<file path="config.mk">
export PLATFORM = sky130hd
export DESIGN_NAME = cs_out_fifo
export DESIGN_NICKNAME = d
export VERILOG_FILES = /design/src/rtl/cs_out_fifo.sv
export SDC_FILE = /design/constraint.sdc
export NUM_CORES = 1
export LEC_CHECK = 0
export ABC_AREA = 1
export ABC_CLOCK_PERIOD_IN_PS = 2400
export CORE_AREA = 2 2 98 170
export CTS_CLUSTER_DIAMETER = 80
export CTS_CLUSTER_SIZE = 25
export DETAILED_ROUTE_END_ITERATION = 12
export DIE_AREA = 0 0 100 172
export DONT_BUFFER_PORTS = 1
export HOLD_SLACK_MARGIN = 0.02
export SLEW_MARGIN = 20
export SYNTH_ARGS = -nofsm -noshare
export SYNTH_HDL_FRONTEND = slang
export SYNTH_SLANG_ARGS = --single-unit
export TNS_END_PERCENT = 20
</file>
<file path="constraint.sdc">
create_clock -name clk -period 2.4 [get_ports clk]
set_input_delay 0.24 -clock clk [delete_from_list [all_inputs] [get_ports clk]]
set_output_delay 0.24 -clock clk [all_outputs]
set_load 0.02 [all_outputs]
</file>
<file path="src/rtl/cs_out_fifo.sv">
// Show-ahead output FIFO behind the 9-sample smoother: drops warm-up samples, buffers valid results.
// Optional drop counter port drop_cnt is enabled by defining CS_OUT_DROPCNT_EN.
module cs_out_fifo #(
  parameter int DEPTH  = 16,
  parameter int WARMUP = 9,
  parameter int AW     = $clog2(DEPTH)
) (
  input  logic          clk,
  input  logic          reset,
  input  logic [9:0]    Y,
  input  logic          in_valid,
  output logic [9:0]    out_data,
  output logic          out_valid,
  input  logic          out_ready,
  output logic [AW:0]   level,
  output logic          full,
  output logic          overflow
`ifdef CS_OUT_DROPCNT_EN
  ,
  output logic [7:0]    drop_cnt
`endif
);

  localparam int WW = (WARMUP > 0) ? $clog2(WARMUP + 1) : 1;

  logic [WW-1:0] wcnt_reg;
  logic [AW-1:0] wp_reg;
  logic [AW-1:0] rp_reg;
  logic [AW:0]   level_reg;
  logic [AW:0]   level_next;
  logic          overflow_reg;
  logic [9:0]    mem [DEPTH];

  logic warm;
  logic push_req;
  logic pop;
  logic push_acc;

  assign warm      = (wcnt_reg == WW'(WARMUP));
  assign push_req  = in_valid && warm;
  assign out_valid = (level_reg != '0);
  assign full      = (level_reg == (AW+1)'(DEPTH));
  assign pop       = out_valid && out_ready;
  // A full FIFO can still take a push when the head leaves in the same cycle.
  assign push_acc  = push_req && (!full || pop);

  assign level    = level_reg;
  assign overflow = overflow_reg;
  assign out_data = out_valid ? mem[rp_reg] : '0;

  always_comb begin
    level_next = level_reg;
    case ({push_acc, pop})
      2'b10:   level_next = level_reg + (AW+1)'(1);
      2'b01:   level_next = level_reg - (AW+1)'(1);
      default: level_next = level_reg;
    endcase
  end

  always_ff @(posedge clk) begin
    if (reset) begin
      wcnt_reg     <= '0;
      wp_reg       <= '0;
      rp_reg       <= '0;
      level_reg    <= '0;
      overflow_reg <= 1'b0;
    end else begin
      if (in_valid && !warm)
        wcnt_reg <= wcnt_reg + WW'(1);
      if (push_acc)
        wp_reg <= wp_reg + AW'(1);
      if (pop)
        rp_reg <= rp_reg + AW'(1);
      level_reg <= level_next;
      if (push_req && !push_acc)
        overflow_reg <= 1'b1;
    end
  end

  // Storage is never cleared; level alone decides what is valid.
  always_ff @(posedge clk) begin
    if (!reset && push_acc)
      mem[wp_reg] <= Y;
  end

`ifdef CS_OUT_DROPCNT_EN
  logic [7:0] drop_cnt_reg;

  always_ff @(posedge clk) begin
    if (reset)
      drop_cnt_reg <= '0;
    else if (push_req && !push_acc && drop_cnt_reg != 8'hFF)
      drop_cnt_reg <= drop_cnt_reg + 8'd1;
  end

  assign drop_cnt = drop_cnt_reg;
`endif

endmodule

</file>
==> flow_summary.toml, run 1 <==
[run_status]
status = "finished clean"

[finish]
largest_reg_flops = 160
final_cell_area_sq_um = 8930
n_antenna_cell = 0
drive_above_1_share = 0.156
final_util = 0.563
fin_nets = 766
final_cell_mix = "212 x nand2_1, 160 x edfxtp_1, 134 x nand3_1"
stdcell_count = 943
final_common_cell = "nand2_1"
syn2layout_area_growth_pct = 15.0

[pwr]
p_sw_frac = 0.346
clockPowerShare = 0.305
switchingPower_mw = 3.16
p_per_area_nw_per_um2 = 1020
combinationalPowerShare = 0.299
power.internal_mw = 5.96
max-vdd-ir-drop_v = 0.000684
seq_power_share = 0.396
p_leak_nw = 3.36
p_total_mw = 9.11

[worst_setup_path]
arrival_ps = 2100
cp-start-kind = "flip-flop"
crit_type = "reg -> out"
worst-path-max-fanout = 10
worstPathRequired_ps = 2160
end_kind = "output port"

[place]
dp_cells = 895
place_area_sq_um = 8130
port_buffers = 0
gp_congestion = 0.874
hpwl_um = 11600

[clocking]
cts_sinks = 182
cts-root-buf = "clkbuf_16"
cts_buffer_depth = 2
ctsHtreeMaxLevel = 4
clk_pin_slew_ps = 70
cts_made_buffers = 17
insertion_delay_ps = 420
cts_tree = "done"

[drt]
drtIter0Drc = 399
drcViolationCount = 0
vias_per_cell = 5.52
dr.pass1.iters = 6
via_count = 5205
wl_um = 17900
post_drt_wl_per_cell_um = 19.0
antenna_left = 0

[sta]
finalCriticalPeriod_ps = 2340
slew_violations = 0
slew-limit-headroom = 0.548
fin_crit_sh = 0.974
hold_viol_final = 0
finalClockSkew_ps = 13.1
clock.fmax_ghz = 0.428
grt_setup_unrepaired = "true"
tightest_slew_ps = 675
setup_viol = 0

[floorplanning]
die_h_um = 172
num_io_pins = 32
die_width_um = 100
dieArea_sq_um = 17200
fp-row-count = 61
core_sq_um = 15900
start_util = 0.490

[synth]
synth_cell_types = 32
ys.flop_type = "edfxtp_1"
synthesis.nets = 714
async_flop_share = 0
synth_edf_count = 160
yosysSeqAreaShare = 0.675
synth_top_area_frac = 0.618
ys_warn_count = 0
avgSynthCellArea_sq_um = 11.3
ys_ff_latch = 182
synthCells = 689
synth.area.top_cells = "edfxtp_1 62%, nand2_1 10%, nand3_1 8.6%"
netlist_area_sq_um = 7770
yosysTopAreaCell = "edfxtp_1"

[global_route]
grtUsageTotal = 0.217
grt_max_degree = 67
overflow = 0
grt_pass1_wl_um = 27600
antenna_found_initial = 0
grt_pass1_vias = 5186

[min_path]
min_path_type = "in -> reg"

[flow_run]
cap_violations = 0
-- power groups by stage --
stage,clock network (mW),logic [mW],registers [mW]
CTS,2.81,2.66,3.62
floorplan,0,1.91,3.69
detailed placement,0,2.55,3.68
global placement,0,2.50,3.67
finish,2.78,2.73,3.61
global route,2.92,3.02,3.62
-- metrics by stage --
step	hold slack [ps]	TNS (ps)	setup WS (ps)
6_report	65.8	0	61.4
5_1_grt	83.3	-7.60	-7.60
4_1_cts	54.2	0	8.52
3_5_place_dp	312	0	226
3_3_place_gp	311	0	296
2_1_floorplan	309	0	433
-- critical path, stage by stage, from the launching register on --
cell	delay, ps
dfxtp_1	380
nor2_4	80
nand3_4	160
clkinv_1	370
a21oi_1	450
buf_4	220
-- worst paths after layout --
check	start	to	slack, ps	cells after the start
max	level[3]$_SDFFE_PP0P_	out_data[0]	60	5
min	in_valid	wcnt_reg[0]$_SDFFE_PP0P_	70	3
max reg2reg	wcnt_reg[1]$_SDFFE_PP0P_	level[4]$_SDFFE_PP0P_	240	12
min reg2reg	wp_reg[3]$_SDFFE_PP0P_	wp_reg[3]$_SDFFE_PP0P_	500	2
-- repair_timing --
| action | CTS | global route |
|---|---|---|
| hold endpoints to repair | 165 | 0 |
| cloned | 1 | 0 |
| pin swaps | 0 | 1 |
| endpoints found under the setup margin | 9 | 11 |
| hold buffers | 12 | 0 |
| gates resized for setup | 4 | 6 |
| buffers inserted | 1 | 2 |
-- per-layer routing --
metal / routed length (um) / vias up / GRT usage
li1: - / 2486 / -
met1: 6840 / 2494 / 0.249
met2: 9740 / 187 / 0.396
met3: 819 / 38 / 0.0323
met4: 524 / 0 / 0.0959
met5: 0 / - / 0
-- logic make-up (layout without fill, tap and decap cells) --
kind of cell	count (synthesis)	in the layout	share of synthesized area
AOI/OAI and AO/OA	31	31	0.0204
xor gates and xnor gates	4	4	0.00451
buffers and inverters	58	123	0.0483
DFF	182	182	0.675
adders and majority gates	11	11	0.0187
and+or+nand+nor	403	403	0.233
-- synthesized netlist by cell type (4+ instances only) --
cell type  number
inv_2           4
dfxtp_1        22
nand2_1       212
inv_1          16
nand2_2        11
xor2_1          4
buf_6          14
nand3_1       134
o21ai_0         7
edfxtp_1      160
buf_2           9
nor2_1         34
ha_1           10
clkbuf_1        6
a21oi_1        21
-- area by class of cell --
type / instances / area, sq um
clock buffer: 18 / 439
clock inverter: 14 / 150
fill: 1347 / 6940
inverter: 26 / 133
multi-input combinational: 449 / 2170
sequential: 182 / 5250
tap: 189 / 236
timing repair buffer: 64 / 552
timing repair inverter: 1 / 7.51
(Power assumes the default switching activity.)
==> inputs of run 2 (changes only) <==
GPL_TIMING_DRIVEN = 0   (was unset)
==> run 2 against run 1 <==
Effect of this change:
- the run now ends with setup timing left
- first-iteration DRC count decreased by 38%
- non-clock buffer count down 20
- critical path depth is 1 lower
- global-route usage decreased by 0.74 points
- highest routed layer unchanged
- maximum frequency fell by 4.0%
==> flow_summary.toml, run 2 (same netlist as run 1, synthesis figures left out) <==
[worst_setup_path]
slowest_delay_ps = 590
arrival_ps = 2200
crit_slowest_cell = "a21oi_1"
critPathLaunch = "level[2]$_SDFFE_PP0P_"
worstPathRequired_ps = 2160
crit_type = "reg -> out"
cp-start-kind = "flip-flop"
regToRegStartpoint = "wcnt_reg[1]$_SDFFE_PP0P_"
worst-path-max-fanout = 10
end_kind = "output port"
path_cells = "nor2_4 -> nand3_4 -> clkinv_1 -> a21oi_1"

[pwr]
p_total_mw = 8.88
p_per_area_nw_per_um2 = 1020
max-vdd-ir-drop_v = 0.000628
p_leak_nw = 3.19

[global_route]
grt_max_degree = 19
grt_pass1_vias = 5081
overflow = 0
grtUsageTotal = 0.209
antenna_found_initial = 0
grt_pass1_wl_um = 26700

[floorplanning]
num_io_pins = 32
die_width_um = 100
core_sq_um = 15900
start_util = 0.490
fp-row-count = 61
dieArea_sq_um = 17200
die_h_um = 172

[clocking]
cts_sinks = 182
cts_made_buffers = 17
clk_pin_slew_ps = 70
cts-root-buf = "clkbuf_16"
cts_tree = "done"
ctsHtreeMaxLevel = 4
insertion_delay_ps = 420
cts_buffer_depth = 2

[flow_run]
cap_violations = 0

[finish]
final_cell_area_sq_um = 8740
drive_above_1_share = 0.142
n_antenna_cell = 0
stdcell_count = 922
fin_nets = 745
final_common_cell = "nand2_1"
final_cell_mix = "212 x nand2_1, 160 x edfxtp_1, 134 x nand3_1"
largest_reg_flops = 160
syn2layout_area_growth_pct = 12.5

[drt]
vias_per_cell = 5.35
drcViolationCount = 0
antenna_left = 0
post_drt_wl_per_cell_um = 18.5
wl_um = 17100
dr.pass1.iters = 4
via_count = 4937
drtIter0Drc = 248

[sta]
fin_crit_sh = 1.02
slew-limit-headroom = 0.421
tightest_slew_ps = 866
finalCriticalPeriod_ps = 2440
hold_viol_final = 0
finalClockSkew_ps = 11.7
setup_viol = 5
fin_ws_ps = -36.5
clock.fmax_ghz = 0.410
slew_violations = 0
whs_ps = 57.0
grt_setup_unrepaired = "true"

[run_status]
status = "finished, violations left"
violations = "setup timing"

[place]
gp_congestion = 0.950
port_buffers = 0
hpwl_um = 12300
dp_cells = 878
pre_cts_slack_ps = -39.6
place_area_sq_um = 8010

[min_path]
hp-start = "in_valid"
min_path_type = "in -> reg"
-- run 2: worst paths after layout --
| check | to | slack [ps] | cells past startpoint |
|---|---|---|---|
| max | out_data[4] | -40 | 4 |
| min | wcnt_reg[0]$_SDFFE_PP0P_ | 60 | 3 |
| max reg2reg | mem[12][5]$_DFFE_PP_ | 30 | 8 |
| min reg2reg | wp_reg[3]$_SDFFE_PP0P_ | 500 | 2 |
-- run 2: layout make-up --
type	instances	area, sq um
multi-input combinational	449	2200
inverter	26	115
clock buffer	17	425
sequential	182	5250
tap	189	236
clock inverter	15	138
fill	1355	7140
timing repair buffer	12	120
buffer	32	260
-- run 2: through the flow --
step / TNS [ps] / util
floorplan: 0 / -
global route: -4750 / 0.551
global placement: 0 / 0.504
detailed placement: -487 / 0.504
finish: -76.1 / 0.551
CTS: -552 / 0.548
-- run 2: timing repair --
item	CTS	global route
setup buffers	0	0
endpoints found under the hold margin	165	0
hold buffers	12	0
gates resized for setup	5	13
setup endpoints to repair	45	139
-- run 2: per-layer routing --
layer  GRT usage  up-vias  part of all wire
met5           0        -                 0
met1       0.229     2347              0.38
met3      0.0323       35             0.034
li1            -     2445                 -
met4      0.0995        0             0.039
met2       0.391      110              0.55
-- run 2: worst max-delay path, delay by kind of cell (launching register included) --
kind                   cells  cell delay, ps
buffers and inverters      1             320
flip-flops                 1             550
AO/OA/AOI/OAI              1             590
AND/OR/NAND/NOR            2             300
-- run 2: power by group --
group / total (mW) / switching [mW] / leakage (nW) / internal, mW
clock: 2.63 / 1.26 / 0.259 / 1.37
combinational: 2.61 / 1.79 / 1.31 / 0.816
sequential: 3.64 / 0.138 / 1.62 / 3.51
total: 8.88 / 3.19 / 3.19 / 5.69
==> inputs of run 3 (changes only) <==
ABC_AREA = unset   (was 1)
CORE_AREA = 2 2 95 166   (was 2 2 98 170)
DIE_AREA = 0 0 97 168   (was 0 0 100 172)
SKIP_LAST_GASP = 1   (was unset)
==> run 3 against run 2 <==
Effect of this change:
- highest routed layer unchanged
- final area rose by 2.1%
- via count fell by 24%
- sequential share of layout area fell by 1.1 points
- the flow still finishes with violations (setup timing)
- critical endpoint is now level[3]$_SDFFE_PP0P_
- clock skew rose by 1.7 ps
- wire length fell by 9.0%
- synthesized cell count fell by 42%
- largest power group unchanged
- power fell by 24%
- first-iteration DRC count fell by 11%
==> flow_summary.toml, run 3 <==
[sta]
fin_crit_sh = 1.01
fin_setup_tns_ps = -59.6
clock.fmax_ghz = 0.412
grt_setup_unrepaired = "true"
slew_violations = 0
finalCriticalPeriod_ps = 2430
hold_viol_final = 0
fin_ws_ps = -26.8
whs_ps = 81.6
finalClockSkew_ps = 13.4
tightest_slew_ps = 811
setup_viol = 5
slew-limit-headroom = 0.460

[drt]
antenna_left = 0
via_count = 3774
post_drt_wl_per_cell_um = 23.8
drcViolationCount = 0
dr.pass1.iters = 4
drtIter0Drc = 220
wl_um = 15500
vias_per_cell = 5.80

[worst_setup_path]
arrival_ps = 2720
crit_type = "reg -> reg"
critPathTopFamily = "simple AND/OR/NAND/NOR gates"
end_kind = "flip-flop"
slowest_delay_ps = 570
worst-path-max-fanout = 6
path_cells = "or4_4 -> nor2_4 -> clkinv_4 -> nand3_4 -> inv_4 -> ha_1 -> a21o_1 -> a21oi_2 -> xor2_1 -> o31ai_1"
crit_slowest_cell = "or4_4"
worstPathRequired_ps = 2690
path_buf_inv = 2
cp-start-kind = "flip-flop"

[clocking]
insertion_delay_ps = 430
clk_pin_slew_ps = 70
cts_sinks = 182
cts_made_buffers = 17
cts-root-buf = "clkbuf_16"
ctsHtreeMaxLevel = 4
cts_tree = "done"
cts_buffer_depth = 2

[synth]
synth_cell_types = 42
yosysTopAreaCell = "edfxtp_1"
synthCells = 398
synth_most_common_cell = "edfxtp_1"
yosysSeqAreaShare = 0.715
netlist_area_sq_um = 7330
synth.area.top_cells = "edfxtp_1 66%, mux4_2 12%, dfxtp_1 6.0%"
synthesis.nets = 423
ys_ff_latch = 182
avgSynthCellArea_sq_um = 18.4
ys_warn_count = 0
synth_edf_count = 160
ys.flop_type = "edfxtp_1"
yosys-top-cells-count = "160 x edfxtp_1, 40 x mux4_2, 34 x nor2_1"
synth_top_area_frac = 0.655
async_flop_share = 0

[global_route]
grt_pass1_wl_um = 22500
grtUsageTotal = 0.193
grt_max_degree = 18
grt_pass1_vias = 3776
antenna_found_initial = 0
overflow = 0

[place]
gp_congestion = 0.770
hpwl_um = 9920
pre_cts_slack_ps = -699
port_buffers = 0

[floorplanning]
num_io_pins = 32
core_sq_um = 15100
start_util = 0.486
die_h_um = 168
die_width_um = 97
fp-row-count = 60
dieArea_sq_um = 16300

[finish]
register_area_sq_um = 5260
final_cell_mix = "160 x edfxtp_1, 40 x mux4_2, 23 x mux2i_1"
multi_input_comb_area_sq_um = 2260
fin_nets = 477
drive_above_1_share = 0.346
final_util = 0.591
final_common_cell = "edfxtp_1"
nFillCells = 1087
n_antenna_cell = 0
largest_reg_flops = 160
syn2layout_area_growth_pct = 21.7

[pwr]
combinationalPowerShare = 0.073
p_sw_frac = 0.226
p_per_area_nw_per_um2 = 758
seq_power_share = 0.514
p_leak_nw = 2.79
power.internal_mw = 5.23
switchingPower_mw = 1.53
max-vdd-ir-drop_v = 0.000518
p_total_mw = 6.76
clockPowerShare = 0.414

[min_path]
min_path_type = "in -> reg"

[flow_run]
cap_violations = 0

[run_status]
status = "finished, violations left"
violations = "setup timing"
==> run 3: per-layer routing <==
metal | global-route usage | wire (um)
met1 | 0.209 | 5750
met2 | 0.357 | 8770
met3 | 0.0432 | 518
met4 | 0.0845 | 485
met5 | 0 | 0
==> run 3: worst paths after layout <==
kind,start,end,slack [ps],cells past startpoint
worst max-delay path,level[0]$_SDFFE_PP0P_,level[3]$_SDFFE_PP0P_,-30,10
worst min-delay path,in_valid,wcnt_reg[3]$_SDFFE_PP0P_,80,3
worst max register to register,level[0]$_SDFFE_PP0P_,level[3]$_SDFFE_PP0P_,-30,10
worst min register to register,wcnt_reg[1]$_SDFFE_PP0P_,wcnt_reg[1]$_SDFFE_PP0P_,540,2
==> run 3: layout make-up <==
type                    count  share of cell area
flip-flops and latches    182               0.589
multi-input cells         186               0.253
clock buffers              18              0.0481
repair buffers             36              0.0463
well taps                 186              0.0261
clock inverters            14              0.0184
plain buffers              16              0.0128
inverters                  13             0.00631
==> run 3: cell families (layout without fill, tap and decap cells) <==
logic type / count (synthesis) / in the layout / share of synthesized area
compound gates: 28 / 28 / 0.0276
mux: 67 / 67 / 0.160
fa+ha+maj: 11 / 11 / 0.0198
xor+xnor: 10 / 10 / 0.0119
flops: 182 / 182 / 0.715
buf+inv: 30 / 97 / 0.0167
simple gates: 70 / 70 / 0.0485
==> run 3: worst register-to-register path: stages (launching register included) <==
cell and delay [ps]:
dfxtp_4 390, or4_4 570, nor2_4 180, clkinv_4 150
nand3_4 110, inv_4 50, ha_1 270, a21o_1 190
a21oi_2 130, xor2_1 170, o31ai_1 80
==> run 3: stage by stage <==
stage	cell area [sq um]	std cells
floorplan	7340	398
global placement	7570	584
detailed placement	7570	584
CTS	8470	633
global route	8920	651
finish	8920	651
==> run 3: what timing repair did <==
| item | CTS | global route |
|---|---|---|
| setup buffers | 7 | 18 |
| gates cloned | 0 | 1 |
| resized for setup | 31 | 59 |
| hold buffers | 10 | 0 |
| endpoints found under the setup margin | 172 | 169 |
| pin swaps | 6 | 21 |
| hold endpoints to repair | 160 | 0 |
==> run 3: power by group through the flow <==
stage	clock network, mW	logic (mW)	registers, mW
finish	2.80	0.492	3.47
CTS	2.83	0.414	3.47
floorplan	0	0.277	3.53
global route	2.97	0.523	3.47
detailed placement	0	0.352	3.54
global placement	0	0.347	3.54
